===== config.mk =====
export PLATFORM = sky130hd
export DESIGN_NAME = regfile_write_arbiter
export DESIGN_NICKNAME = d
export VERILOG_FILES = /design/src/rtl/regfile_write_arbiter.sv
export SDC_FILE = /design/constraint.sdc
export NUM_CORES = 1
export LEC_CHECK = 0
export CAP_MARGIN = 20
export CORE_AREA = 2 2 114 116
export DETAILED_ROUTE_END_ITERATION = 6
export DIE_AREA = 0 0 116 118
export PLACE_DENSITY_LB_ADDON = 0.3
export SYNTH_ARGS = -nofsm -noshare
export SYNTH_HDL_FRONTEND = slang
export SYNTH_SLANG_ARGS = --single-unit

===== constraint.sdc =====
create_clock -name clk -period 2.7 [get_ports clk]
set_input_delay 0.675 -clock clk [delete_from_list [all_inputs] [get_ports clk]]
set_output_delay 0.675 -clock clk [all_outputs]
set_load 0.01 [all_outputs]

===== src/rtl/regfile_write_arbiter.sv =====
// Round-robin arbiter sharing the register-file write port between ALU and load
// writeback, with one registered write stage and forwarding to both read ports.
module regfile_write_arbiter #(
  parameter int DATA_W   = 64,
  parameter int ADDR_W   = 5,
  parameter int ZERO_REG = 31
) (
  input  logic              clk,
  input  logic              rst_n,
  input  logic              alu_valid,
  output logic              alu_ready,
  input  logic [ADDR_W-1:0] alu_reg,
  input  logic [DATA_W-1:0] alu_data,
  input  logic              mem_valid,
  output logic              mem_ready,
  input  logic [ADDR_W-1:0] mem_reg,
  input  logic [DATA_W-1:0] mem_data,
  output logic [ADDR_W-1:0] rf_wreg,
  output logic [DATA_W-1:0] rf_wdata,
  output logic              rf_regwrite,
  output logic              rf_src,
  input  logic [ADDR_W-1:0] rreg1,
  input  logic [ADDR_W-1:0] rreg2,
  output logic              fwd_hit1,
  output logic              fwd_hit2,
  output logic [DATA_W-1:0] fwd_data,
  output logic              fsm_state
);

  // Handshake: a transfer happens in a cycle where valid && ready. ready is a
  // combinational function of both valids and the arbiter state; requesters
  // must hold valid/reg/data stable until their transfer and must not derive
  // valid from ready.

  typedef enum logic {
    LAST_MEM = 1'b0,
    LAST_ALU = 1'b1
  } arb_state_t;

  localparam logic [ADDR_W-1:0] ZERO_IDX = ADDR_W'(ZERO_REG);

  arb_state_t        state_q;
  logic [ADDR_W-1:0] wreg_q;
  logic [DATA_W-1:0] wdata_q;
  logic              regwrite_q;
  logic              src_q;

  logic              grant_alu;
  logic              grant_mem;
  logic [ADDR_W-1:0] sel_reg;
  logic [DATA_W-1:0] sel_data;

  // A lone requester always wins; on a tie the side not served last wins.
  always_comb begin
    grant_alu = alu_valid && (!mem_valid || (state_q == LAST_MEM));
    grant_mem = mem_valid && (!alu_valid || (state_q == LAST_ALU));
    sel_reg   = grant_mem ? mem_reg  : alu_reg;
    sel_data  = grant_mem ? mem_data : alu_data;
  end

  always_ff @(posedge clk or negedge rst_n) begin
    if (!rst_n) begin
      state_q    <= LAST_MEM;
      wreg_q     <= '0;
      wdata_q    <= '0;
      regwrite_q <= 1'b0;
      src_q      <= 1'b0;
    end else begin
      regwrite_q <= 1'b0;
      if (grant_alu || grant_mem) begin
        // Zero-register writes still load the stage but never assert regwrite.
        wreg_q     <= sel_reg;
        wdata_q    <= sel_data;
        src_q      <= grant_mem;
        regwrite_q <= (sel_reg != ZERO_IDX);
        state_q    <= grant_mem ? LAST_MEM : LAST_ALU;
      end
    end
  end

  assign alu_ready   = grant_alu;
  assign mem_ready   = grant_mem;
  assign rf_wreg     = wreg_q;
  assign rf_wdata    = wdata_q;
  assign rf_regwrite = regwrite_q;
  assign rf_src      = src_q;
  assign fwd_hit1    = regwrite_q && (wreg_q == rreg1);
  assign fwd_hit2    = regwrite_q && (wreg_q == rreg2);
  assign fwd_data    = wdata_q;
  assign fsm_state   = state_q;

endmodule


==> flow_summary.toml <==
[setup_path]
endpoint_kind = "primary output"
arrival_ps = 1950
cp_max_fo = 1
cp.required_ps = 2030
worstSetupStartpointType = "primary input"
slowest_stage = "clkdlybuf4s50_1"
critical_path_class = "in -> out"
max_stage_delay_ps = 430
cp_num_buf_inv = 2
cp_top_family = "buffers and inverters"
crit_chain = "clkdlybuf4s50_1 > xor2_1 > nor4_1 > and3_1 > dlygate4sd2_1"

[timing]
slew-limit-headroom_pct = 45.4
worstMarginPinSlew_ps = 819
fin_crit_sh_pct = 97.3
fmax_ghz = 0.381
hold_violations = 0
maxSlewViolCount = 0
setup_viol = 0
rsz0062_at_grt = "false"
period_minus_slack_ps = 2630
skew_ps = 7.05

[route]
wl_met2_um = 8000
drc = 0
vias_per_cell = 5.08
ant_nets = 0
dr_total_vias = 4380
wirelength_um = 15300
wl_met3_um = 1060
first_pass_iters = 4
top_layer_used = "met4"
drt-initial-drc-count = 156
wire_per_inst_um = 17.7
wl_met1_um = 5810

[min_path]
hold_class = "in -> async"

[layout]
seqCellArea_mm2 = 0.00180
n_fill_cell = 1105
multiInputGateArea_mm2 = 0.00183
num-nets-final = 837
post-route-cell-area_mm2 = 0.00732
syn_to_final_growth_pct = 59.5
drive_gt1_share_pct = 4.06
finalNonFillerCells = 863

[clock_tree]
numCtsBuffers = 9
clk_latency_ps = 330
cts-htree-levels = 3
cts.sinks = 72
cts_tree = "yes"
root_buffer = "clkbuf_16"
post-cts-setup-buffers = 0
clkTransAtPathRegs_ps = 60
cts_buffer_depth = 2

[status]
status = "finished clean"

[global_routing]
antenna_found_initial = 1
overflow = 0
grt_max_degree = 70
grt_pass1_wl_um = 23400
grt_usage_pct = 21.8
grt_pass1_vias = 4644

[place]
dp_hpwl_um = 11100
io_buffers = 291
dp.cells = 846
postPlaceCellArea_mm2 = 0.00707
place.gp.congestion = 0.815

[logic_synthesis]
synth.distinct_cells = 23
avgSynthCellArea_um2 = 9.62
synth.net_count = 629
syn_inst = 477
yosysWarnings = 0
syn_area_mm2 = 0.00459
synth-seq-area-share_pct = 39.3
ys_ff_latch = 72

[run]
cap_violations = 0

[die]
pin_count = 292
die_h_um = 118
dieArea_mm2 = 0.0137
design.core.area_mm2 = 0.0124
rows = 41
die_width_um = 116
start_util_pct = 37.0

[pwr]
swShare_pct = 30.0
power_frac_clock_pct = 27.4
irDropWorstVdd_uv = 262
p_sw_mw = 1.16
seq_power_share_pct = 35.1
power_mw = 3.88
pwr-share-comb_pct = 37.5
p_leak_nw = 3.04
powerDensity_mw_per_mm2 = 531
p_int_mw = 2.72
==> area by class of cell <==
cell class / instances / share of cell area, %
Tap cell: 172 / 2.94
Sequential cell: 72 / 24.6
Antenna cell: 1 / 0.0342
Clock inverter: 1 / 0.0684
Inverter: 66 / 3.39
Multi-Input combinational cell: 237 / 25.0
Timing Repair Buffer: 299 / 40.6
Clock buffer: 15 / 3.39
==> power groups by stage <==
stage,clock network (mW),registers (mW),logic [mW]
floorplan,0,1.42,0.676
global placement,0,1.37,1.44
detailed placement,0,1.38,1.47
CTS,1.09,1.37,1.47
global route,1.14,1.38,1.56
finish,1.06,1.36,1.46
==> path summary, 6_finish.rpt <==
check                                    end  cells after the start  slack, ps      start
max in group asynchronous       fwd_data[15]                      2       1790      rst_n
worst min-delay path            fwd_data[43]                      1        300      rst_n
worst max register to register   fwd_data[7]                      4       1000  fsm_state
worst max-delay path                fwd_hit2                      5         70   rreg2[2]
worst min register to register        rf_src                      2        500     rf_src
min in group clk                      rf_src                      2        500     rf_src
==> cells in the final DEF, fill, tap and decap left out, drive strengths merged, types with 2 or more instances in the layout <==
cell / n
clkdlybuf4s50: 286
dfrtp: 72
o22ai: 69
mux2: 69
inv: 66
a31oi: 64
clkbuf: 16
nor2: 12
buf: 11
xor2: 8
and3: 4
nor4: 2
xnor2: 2
nand3: 2
==> per-stage QoR <==
stage,setup TNS [ps],setup WS (ps),utilization [%],hold WS [ps]
3_3_place_gp,-386,-220,56.9,474
3_5_place_dp,-432,-226,56.9,487
2_1_floorplan,0,668,-,379
6_report,0,73.3,58.9,300
5_1_grt,0,49.5,58.9,333
4_1_cts,0,46.6,58.9,312
==> sequential cells by signal, summed over array words and instances (netlist names) <==
register / cells
fsm_state: 1
rf_wreg: 5
fwd_data: 64
rf_regwrite: 1
rf_src: 1
==> synthesized netlist by cell type <==
cell / n / area, µm²
a21bo_1: 1 / 10.0
a21boi_1: 1 / 7.51
a22o_1: 1 / 8.76
a31oi_1: 64 / 400
and3_1: 4 / 25.0
buf_2: 6 / 30.0
buf_4: 77 / 578
buf_6: 3 / 33.8
clkbuf_1: 15 / 56.3
clkbuf_8: 1 / 13.8
dfrtp_1: 72 / 1800
inv_1: 65 / 244
inv_2: 1 / 3.75
mux2_1: 66 / 743
mux2_2: 3 / 33.8
nand2_1: 1 / 3.75
nand3_1: 2 / 10.0
nor2_1: 12 / 45.0
nor4_1: 2 / 12.5
o21a_1: 1 / 7.51
o22ai_1: 69 / 432
xnor2_1: 2 / 17.5
xor2_1: 8 / 70.1
==> metal layers <==
metal | global-route usage (%) | up-vias
li1 | - | 2051
met1 | 23.7 | 2122
met2 | 39.9 | 180
met3 | 4.99 | 27
met4 | 9.08 | 0
met5 | 0 | -
==> cells by family after synthesis <==
| family | Yosys count | synth area share (%) |
|---|---|---|
| AOI/OAI and AO/OA | 137 | 18.9 |
| xor gates and xnor gates | 10 | 1.91 |
| buffers and inverters | 168 | 20.9 |
| DFF | 72 | 39.3 |
| muxes | 69 | 16.9 |
| and+or+nand+nor | 21 | 2.10 |
==> what timing repair did <==
action / CTS / global route
hold buffers: 0 / 0
pin swaps: 0 / 2
gates resized for setup: 2 / 2
endpoints found under the setup margin: 2 / 1
Note: power is estimated with default switching activity, not from simulation.
